[src/rtl/copy_stage_pkg.sv]
// Shared field layout, FSM state and NCOPY clamp for the packet COPY stage.
package copy_stage_pkg;

  typedef enum logic [0:0] {
    EMPTY = 1'b0,
    EMIT  = 1'b1
  } state_e;

  // Input layout, MSB first: {HDR, DEST, LR_MASK, FLAG, NCOPY, DATA}
  function automatic int unsigned ncopy_lsb(int unsigned data_w);
    return data_w;
  endfunction

  function automatic int unsigned flag_lsb(int unsigned data_w, int unsigned cnt_w);
    return data_w + cnt_w;
  endfunction

  function automatic int unsigned lr_lsb(int unsigned data_w, int unsigned cnt_w);
    return data_w + cnt_w + 1;
  endfunction

  function automatic int unsigned dest_lsb(int unsigned data_w, int unsigned cnt_w,
                                           int unsigned max_copy);
    return data_w + cnt_w + 1 + max_copy;
  endfunction

  function automatic int unsigned in_w(int unsigned hdr_w, int unsigned dest_w,
                                       int unsigned max_copy, int unsigned cnt_w,
                                       int unsigned data_w);
    return hdr_w + dest_w + max_copy + 1 + cnt_w + data_w;
  endfunction

  function automatic int unsigned out_w(int unsigned hdr_w, int unsigned dest_w,
                                        int unsigned data_w);
    return hdr_w + dest_w + 2 + data_w;
  endfunction

  function automatic int unsigned clamp_ncopy(int unsigned ncopy, int unsigned max_copy);
    return (ncopy > max_copy - 1) ? max_copy - 1 : ncopy;
  endfunction

endpackage

[src/rtl/copy_stage_n_fmt.sv]
// Combinational output formatter: destination offset by copy index and per-copy LR select.
module copy_pkt_fmt
  import copy_stage_pkg::*;
#(
  parameter int unsigned HDR_W    = 11,
  parameter int unsigned DEST_W   = 7,
  parameter int unsigned MAX_COPY = 2,
  parameter int unsigned CNT_W    = 1,
  parameter int unsigned DATA_W   = 18
) (
  input  logic [HDR_W+DEST_W+MAX_COPY+1+CNT_W+DATA_W-1:0] held_i,
  input  logic [$clog2(MAX_COPY)-1:0]                      idx_i,
  output logic [HDR_W+DEST_W+2+DATA_W-1:0]                 pkt_o
);

  localparam int unsigned IDX_W     = $clog2(MAX_COPY);
  localparam int unsigned NCOPY_LSB = ncopy_lsb(DATA_W);
  localparam int unsigned FLAG_LSB  = flag_lsb(DATA_W, CNT_W);
  localparam int unsigned LR_LSB    = lr_lsb(DATA_W, CNT_W);
  localparam int unsigned DEST_LSB  = dest_lsb(DATA_W, CNT_W, MAX_COPY);
  localparam int unsigned HDR_LSB   = DEST_LSB + DEST_W;

  logic [DEST_W-1:0]   dest_k;
  logic [MAX_COPY-1:0] lr_mask;
  logic [IDX_W-1:0]    lr_sel;
  logic                lr_k;
  logic                unused_ncopy;

  // The copy count has already been consumed at accept time.
  assign unused_ncopy = ^held_i[NCOPY_LSB +: CNT_W];

  always_comb begin
    lr_mask = held_i[LR_LSB +: MAX_COPY];
    lr_sel  = IDX_W'(MAX_COPY - 1) - idx_i;
    lr_k    = lr_mask[lr_sel];
    dest_k  = held_i[DEST_LSB +: DEST_W] + DEST_W'(idx_i);
    pkt_o   = {held_i[HDR_LSB +: HDR_W], dest_k, lr_k, held_i[FLAG_LSB], held_i[0 +: DATA_W]};
  end

endmodule

[src/rtl/copy_stage_n.sv]
// Packet COPY stage: one accepted packet yields 1+NCOPY output packets over valid/ready.
module copy_stage_n
  import copy_stage_pkg::*;
#(
  parameter int unsigned HDR_W    = 11,
  parameter int unsigned DEST_W   = 7,
  parameter int unsigned MAX_COPY = 2,
  parameter int unsigned CNT_W    = 1,
  parameter int unsigned DATA_W   = 18
) (
  input  logic                                            CLK,
  input  logic                                            MR_N,
  input  logic                                            IN_VALID,
  output logic                                            IN_READY,
  input  logic [HDR_W+DEST_W+MAX_COPY+1+CNT_W+DATA_W-1:0] PACKET_IN,
  output logic                                            OUT_VALID,
  input  logic                                            OUT_READY,
  output logic [HDR_W+DEST_W+2+DATA_W-1:0]                PACKET_OUT,
  input  logic                                            COPY_EN,
  output logic                                            ERR_OVF,
  output logic                                            BUSY
);

  localparam int unsigned IN_W      = in_w(HDR_W, DEST_W, MAX_COPY, CNT_W, DATA_W);
  localparam int unsigned IDX_W     = $clog2(MAX_COPY);
  localparam int unsigned NCOPY_LSB = ncopy_lsb(DATA_W);

  state_e             state_q, state_d;
  logic [IN_W-1:0]    held_q;
  logic [IDX_W-1:0]   idx_q;
  logic [IDX_W-1:0]   last_q;
  logic               err_q;

  logic [CNT_W-1:0]   ncopy_in;
  logic [IDX_W-1:0]   last_in;
  logic               ovf_in;
  logic               at_last;
  logic               accept;

  always_comb begin
    ncopy_in = PACKET_IN[NCOPY_LSB +: CNT_W];
    ovf_in   = 32'(ncopy_in) > (MAX_COPY - 1);
    last_in  = COPY_EN ? IDX_W'(clamp_ncopy(32'(ncopy_in), MAX_COPY)) : '0;
    at_last  = (idx_q == last_q);
    IN_READY = (state_q == EMPTY) | ((state_q == EMIT) & OUT_READY & at_last);
    accept   = IN_VALID & IN_READY;
  end

  always_ff @(posedge CLK or negedge MR_N) begin
    if (!MR_N) state_q <= EMPTY;
    else       state_q <= state_d;
  end

  always_comb begin
    state_d = state_q;
    case (state_q)
      EMPTY:   if (IN_VALID) state_d = EMIT;
      EMIT:    if (OUT_READY && at_last) state_d = IN_VALID ? EMIT : EMPTY;
      default: state_d = EMPTY;
    endcase
  end

  always_comb begin
    OUT_VALID = (state_q == EMIT);
    BUSY      = (state_q == EMIT);
    ERR_OVF   = err_q;
  end

  // Held packet and copy index; a new accept always restarts at copy 0.
  always_ff @(posedge CLK or negedge MR_N) begin
    if (!MR_N) begin
      held_q <= '0;
      idx_q  <= '0;
      last_q <= '0;
      err_q  <= 1'b0;
    end else begin
      err_q <= accept & COPY_EN & ovf_in;
      if (accept) begin
        held_q <= PACKET_IN;
        idx_q  <= '0;
        last_q <= last_in;
      end else if ((state_q == EMIT) && OUT_READY && !at_last) begin
        idx_q <= idx_q + IDX_W'(1);
      end
    end
  end

  copy_pkt_fmt #(
    .HDR_W    (HDR_W),
    .DEST_W   (DEST_W),
    .MAX_COPY (MAX_COPY),
    .CNT_W    (CNT_W),
    .DATA_W   (DATA_W)
  ) u_fmt (
    .held_i (held_q),
    .idx_i  (idx_q),
    .pkt_o  (PACKET_OUT)
  );

endmodule

[config.mk]
export PLATFORM = sky130hd
export DESIGN_NAME = copy_stage_n
export DESIGN_NICKNAME = d
export VERILOG_FILES = /design/src/rtl/copy_stage_pkg.sv /design/src/rtl/copy_stage_n_fmt.sv /design/src/rtl/copy_stage_n.sv
export SDC_FILE = /design/constraint.sdc
export NUM_CORES = 1
export LEC_CHECK = 0
export ABC_CLOCK_PERIOD_IN_PS = 2900
export CORE_MARGIN = 3
export CORE_UTILIZATION = 52
export CTS_BUF_LIST = sky130_fd_sc_hd__clkbuf_16
export DETAILED_ROUTE_END_ITERATION = 10
export GPL_TIMING_DRIVEN = 0
export PLACE_DENSITY = 0.86
export SYNTH_ARGS = -nofsm -noshare
export SYNTH_HDL_FRONTEND = slang
export SYNTH_SLANG_ARGS = --single-unit
export TNS_END_PERCENT = 50
[constraint.sdc]
create_clock -name CLK -period 2.9 [get_ports CLK]
set_input_delay 0.435 -clock CLK [delete_from_list [all_inputs] [get_ports CLK]]
set_output_delay 0.435 -clock CLK [all_outputs]
set_load 0.01 [all_outputs]
* Word-level counts from Yosys, hierarchy flattened
Index checks and enable logic that the tools add are counted.
** Word-level totals
- Output and inout bits :: 42
- Bits in registers :: 43
- Logic and storage cells :: 27
- Bits of input ports :: 45
** Operators by class
- Equality and inequality tests :: 1
- Multiplexer cells :: 8
- Bitwise operators :: 5
- Add/subtract/negate cells :: 3
- $lt $le $gt $ge :: 1
- Reductions and logical operators :: 5
** Operators with widths (number)
- adder 7 x 1 -> 7 bit :: 1
- 2-to-1 mux 1 bit :: 7
- bitwise AND 1 bit :: 3
- logical AND 1 bit :: 3
- < comparator 1 x 2 -> 1 bit, second input constant :: 1
- case mux 1 bit (2 select lines) :: 1
- nonzero test 2 bit :: 1
- adder 1 bit, second input constant :: 1
- equality test 1 bit :: 1
- zero test 1 bit :: 1
- NOT 1 bit :: 1
- bitwise OR 1 bit :: 1
- subtractor 1 bit, first input constant :: 1

* Longest topological paths before layout
Gate-level depths: netlist (run 1).
- Word-level depth :: 5
- Gate-level depth with buffers :: 5
- Gate-level depth less buffers :: 5

* By module
A second synthesis (run 1) with hierarchy kept.
** Unflattened totals
- Cell total of the unflattened synthesis :: 343
- Area, all modules :: 3298.2 um^2
** By module, submodules not included
- copy_stage_n :: area an instance 2947.8 um^2, cells each 299, times used 1, seq. area each 1076.0 um^2
- copy_pkt_fmt :: area an instance 350.3 um^2, cells each 44, times used 1, seq. area each 0.0 um^2

* Worst setup path before layout (run 1)
No wires, ideal clock.
- Kind :: reg2out
- From :: register idx_q
- To :: output port PACKET_OUT[26]
- Data required time :: 2.465 ns
- Setup slack :: 1.148 ns
- Stages on the path, launching flop included :: 6
- Path buffers :: 0
- Data arrival time :: 1.317 ns
- Cell sequence :: dfrtp_1 > ha_1 > ha_1 > nand3_1 > nor2_1 > xor2_1
** On the way
- Word-level cells in the longest chain between the ends :: 1
** Ends and longest elaborated chain
- start: declaration :: line copy_stage_n.sv:30 : logic [IDX_W-1:0] idx_q;
- start signal: assignment :: line copy_stage_n.sv:83 : idx_q <= idx_q + IDX_W'(1);
- adder 7 x 1 -> 7 bit :: line copy_stage_n_fmt.sv:36 : dest_k = held_i[DEST_LSB +: DEST_W] + DEST_W'(idx_i);
- end: declaration :: line copy_stage_n.sv:18 : output logic [HDR_W+DEST_W+2+DATA_W-1:0] PACKET_OUT,
No other way between the ends.

* Final worst setup path (run 1)
Ends and elaborated chain as after synthesis.

==> results_dict.tcl, run 1 <==
set metrics [dict create \
    grt_max_degree 23 \
    fin_tns_setup_ns 0 \
    irDropWorstVdd_uv 573 \
    grt_pass1_wl_mm 14.6 \
    path_common_cell "ha_1" \
    ys_warn_count 0 \
    synth_edf_count 0 \
    hold_class "in -> async" \
    final_hold_viol_count 0 \
    async_reset_ff_frac 1.00 \
    skew_ns 0.00303 \
    dp_hpwl_mm 6.28 \
    core_area_um2 5570 \
    max_cap_viol_count 0 \
    syn_avg_cell_area_um2 8.98 \
    startpoint_type "flip-flop" \
    io_buffers 85 \
    cts_buffer_depth 2 \
    clk_pin_slew_ns 0.06 \
    routedWlPerCell_um 18.0 \
    initial_core_util 0.543 \
    gr-total-overflow 0 \
    num_antenna_cells 0 \
    hold_ws_ns 0.144 \
    arrival_ns 2.21 \
    timing.fmax_mhz 378 \
    hold_buffers 0 \
    antenna_found_initial 0 \
    finalWirelength_mm 9.05 \
    yosys_most_used_dff "dfrtp_1" \
    drtPass1Iterations 5 \
    power.density_nw_per_um2 1070 \
    ys_seq_elements 42 \
    max_slew_margin 0.616 \
    dp_cells 495 \
    setup_viol 0 \
    ys_seq_area_frac 0.347 \
    row_count 27 \
    cp-end-kind "primary output" \
    die_h_um 82.3 \
    final_cell_mix "clkdlybuf4s50_1 (84), nand2_1 (44), dfrtp_1 (42), o211ai_1 (40), nand4_1 (39)" \
    cpMaxStageDelayCell "clkdlybuf4s50_1" \
    via_per_inst 6.26 \
    clock_sinks 42 \
    vias 3151 \
    cts_tree "done" \
    track_usage 0.275 \
    syn_inst 337 \
    crit_chain "ha_1 > ha_1 > nand3_1 > nor2_1 > xor2_1 > clkdlybuf4s50_1" \
    worst_slew_pin_slew_ns 0.576 \
    slew_violations 0 \
    drc 0 \
    cts_resized 0 \
    worst_ep_required_time_ns 2.47 \
    syn_area_um2 3030 \
    final_common_cell "clkdlybuf4s50_1" \
    slowest_delay_ns 0.55 \
    ios 87 \
    p_leak_nw 1.64 \
    ant_nets 0 \
    die_area_um2 6770 \
    path_class "reg -> out" \
    drive_above_1_share 0.151 \
    fin_nets 477 \
    synth_cell_type_count 30 \
    clkLatencyLatePin_ns 0.28 \
    htreeDepth 2 \
    min_period_ns 2.65 \
    drt_iter0_drc 237 \
    cts_made_buffers 5 \
    rsz0062_at_grt "no" \
    syn_nets 384 \
    grt_pass1_vias 3044 \
    cts_root_buf "clkbuf_16" \
    status "completed" \
    cts_setup_buffers 0 \
    die_w_um 82.3 \
    area_growth_pct 36.4 \
    routabilityCongestion 0.837 \
    final_cells 503 \
    finalCritPeriodShare 0.913 \
    crit_fanout 7 \
]
==> report_power, final <==
group	internal [mW]	switching, mW
Sequential	0.861	0.332
Combinational	1.42	1.26
Clock	0.311	0.225
Total	2.59	1.82
==> sequential cells by signal (all words and copies together), names as in the netlist <==
signal and flops:
BUSY 1, last_q 1, held_q 39, idx_q 1
==> synthesized netlist by cell type (all sizes together) (2+ instances only) <==
master | n | share of area
nand2 | 44 | 0.055
nand4 | 39 | 0.081
a221oi | 40 | 0.14
clkbuf | 20 | 0.025
and3b | 6 | 0.017
nor2b | 35 | 0.072
buf | 47 | 0.11
ha | 2 | 0.0083
xnor2 | 4 | 0.014
nand3 | 3 | 0.0050
xor2 | 2 | 0.0058
dfrtp | 42 | 0.35
o211ai | 40 | 0.099
inv | 2 | 0.0025
==> worst paths after layout <==
kind,slack [ns],from,to,cells after the start
setup / recovery,0.25,idx_q,PACKET_OUT[26],6
hold / removal,0.14,MR_N,held_q[30],1
setup reg to reg,1.14,BUSY,held_q[28],4
hold reg to reg,0.58,held_q[1],held_q[1],2
max in group asynchronous,2.26,MR_N,held_q[35],2
min in group CLK,0.58,held_q[1],held_q[1],2
==> stage by stage <==
stage,power (mW),instance area [um2],setup slack (ns),util
2_1_floorplan,2.79,3030,1.15,-
3_3_place_gp,3.74,3970,0.205,0.712
3_5_place_dp,3.83,3990,0.348,0.716
4_1_cts,4.39,4130,0.249,0.741
5_1_grt,4.72,4130,0.0847,0.741
6_report,4.41,4130,0.253,0.741
==> metal layers <==
metal	GRT usage	vias to the layer above	wire (um)	share of wire
met5	0	-	0	0
met4	0.0731	0	165	0.018
met3	0.0445	20	815	0.090
met2	0.446	170	4340	0.48
met1	0.382	1521	3730	0.41
li1	-	1440	-	-
==> layout make-up <==
type,instances,area [um2]
multi-input combinational,225,1560
fill,431,1450
sequential,42,1050
timing repair buffer,86,873
buffer,67,405
clock buffer,5,125
tap,72,90.1
clock inverter,3,12.5
inverter,3,11.3
==> critical path, delay by kind of cell, from the launching register on <==
family	cells	cell delay, ns
buffers and inverters	1	0.55
AND/OR/NAND/NOR	2	0.27
flip-flops	1	0.53
adder cells (fa/ha/maj)	2	0.43
XOR/XNOR	1	0.14
==> kinds of logic (layout without fill, tap and decap cells) <==
group | count (synthesis) | after routing | synth area share
muxes | 1 | 1 | 0.00372
DFF | 42 | 42 | 0.347
AOI/OAI and AO/OA | 85 | 85 | 0.247
buffers and inverters | 70 | 164 | 0.138
xor gates and xnor gates | 6 | 6 | 0.0198
adders and majority gates | 2 | 2 | 0.00826
and+or+nand+nor | 130 | 130 | 0.235
other | 1 | 1 | 0.00124
Note: power is estimated with default switching activity, not from simulation.
==> run 2, diff against run 1 <==
Settings changed: CORE_UTILIZATION 52 to 53, SYNTH_HIERARCHICAL from default to 1.
==> results_dict.tcl, run 2 <==
set metrics [dict create \
    grt_max_degree 23 \
    pre_cts_ws_ns 0.483 \
    regArea_um2 1050 \
    cp-end-kind "primary output" \
    rsz0062_at_grt "no" \
    hold_class "in -> async" \
    crit_chain "ha_1 > ha_1 > and3_4 > nand3_2 > xnor2_1 > clkdlybuf4s50_1" \
    drtPass1Iterations 4 \
    cts_tree "done" \
    cts_made_buffers 5 \
    slew_violations 0 \
    path_common_cell "ha_1" \
    cts_buffer_depth 2 \
    row_count 27 \
    gr-total-overflow 0 \
    top_register "held_q" \
    max_cap_viol_count 0 \
    fin_nets 476 \
    finalCritPeriodShare 0.941 \
    skew_ns 0.00570 \
    cts_resized 0 \
    cp_top_family "flip-flops" \
    routedWlPerCell_um 18.3 \
    antenna_found_initial 0 \
    final_cells 502 \
    design_area_um2 4380 \
    num_antenna_cells 0 \
    crit_fanout 7 \
    worst_slew_pin_slew_ns 0.578 \
    min_period_ns 2.73 \
    setup_viol 0 \
    startpoint_type "flip-flop" \
    area_growth_pct 35.3 \
    syn_avg_cell_area_um2 9.60 \
    setup_ws_ns 0.171 \
    largest_reg_flops 39 \
    timing.fmax_mhz 366 \
    final_core_util 0.767 \
    multi_input_area_um2 1710 \
    p_leak_nw 1.77 \
    ys_warn_count 6 \
    cpMaxStageDelayCell "dfrtp_1" \
    die_area_um2 7080 \
    cts_setup_buffers 0 \
    dp_hpwl_mm 6.43 \
    vias 3128 \
    die_w_um 84.1 \
    drive_above_1_share 0.260 \
    ios 87 \
    clk_pin_slew_ns 0.06 \
    clkLatencyLatePin_ns 0.29 \
    cts_root_buf "clkbuf_16" \
    worst_ep_required_time_ns 2.47 \
    htreeDepth 2 \
    routabilityCongestion 0.836 \
    grt_pass1_wl_mm 15.4 \
    syn_area_um2 3240 \
    via_per_inst 6.23 \
    slowest_delay_ns 0.56 \
    io_buffers 84 \
    initial_core_util 0.567 \
    clock_sinks 42 \
    arrival_ns 2.29 \
    hold_ws_ns 0.139 \
    final_common_cell "clkdlybuf4s50_1" \
    syn_nets 384 \
    final_hold_viol_count 0 \
    core_area_um2 5710 \
    ant_nets 0 \
    finalWirelength_mm 9.19 \
    drt_iter0_drc 228 \
    irDropWorstVdd_uv 556 \
    max_slew_margin 0.614 \
    syn_inst 337 \
    hold_buffers 0 \
    drc 0 \
    placed_area_um2 4190 \
    track_usage 0.262 \
    die_h_um 84.1 \
    path_class "reg -> out" \
    n_fill_cell 416 \
    fin_tns_setup_ns 0 \
    grt_pass1_vias 3128 \
    final_cell_mix "clkdlybuf4s50_1 (83), nand2_1 (43), dfrtp_1 (42), nor2b_1 (40), a221oi_1 (40)" \
    power.density_nw_per_um2 1120 \
    dp_cells 494 \
    status "completed" \
    power.total_mw 4.89 \
    worst-path-buf-inv 1 \
]
run 2: where the power goes:
group | internal (mW) | switching (mW) | total (mW)
logic | 1.60 | 1.39 | 2.99
registers | 0.857 | 0.313 | 1.17
clock network | 0.491 | 0.241 | 0.731
run 2: area by class of cell:
cell class,count,share of cell area
clock buffer,5,0.0286
inverter,2,0.00171
clock inverter,3,0.0146
sequential,42,0.240
buffer,68,0.107
multi-input combinational,225,0.391
timing repair buffer,85,0.197
tap,72,0.0206
run 2: final timing paths:
kind / startpoint / end / slack, ns / cells after the start
worst min register to register: held_q[5] / held_q[5] / 0.57 / 2
max in group asynchronous: MR_N / held_q[3] / 2.24 / 2
min in group CLK: OUT_READY / BUSY / 0.53 / 3
worst min-delay path: MR_N / held_q[39] / 0.14 / 1
worst max-delay path: idx_q / PACKET_OUT[26] / 0.17 / 6
worst max register to register: BUSY / held_q[10] / 1.41 / 4
run 2: routing by layer:
metal	vias up	GRT usage	wire length, um	part of all wire
met5	-	0	0	0
met4	0	0.0716	134	0.015
met3	16	0.0442	638	0.069
met2	156	0.425	4660	0.51
met1	1525	0.363	3750	0.41
li1	1431	-	-	-
run 2: worst register-to-register path, delay by kind of cell (launching register included):
family	cells	cell delay, ns
compound gates	2	0.54
flops	1	0.42
buf+inv	1	0.24
simple gates	1	0.16
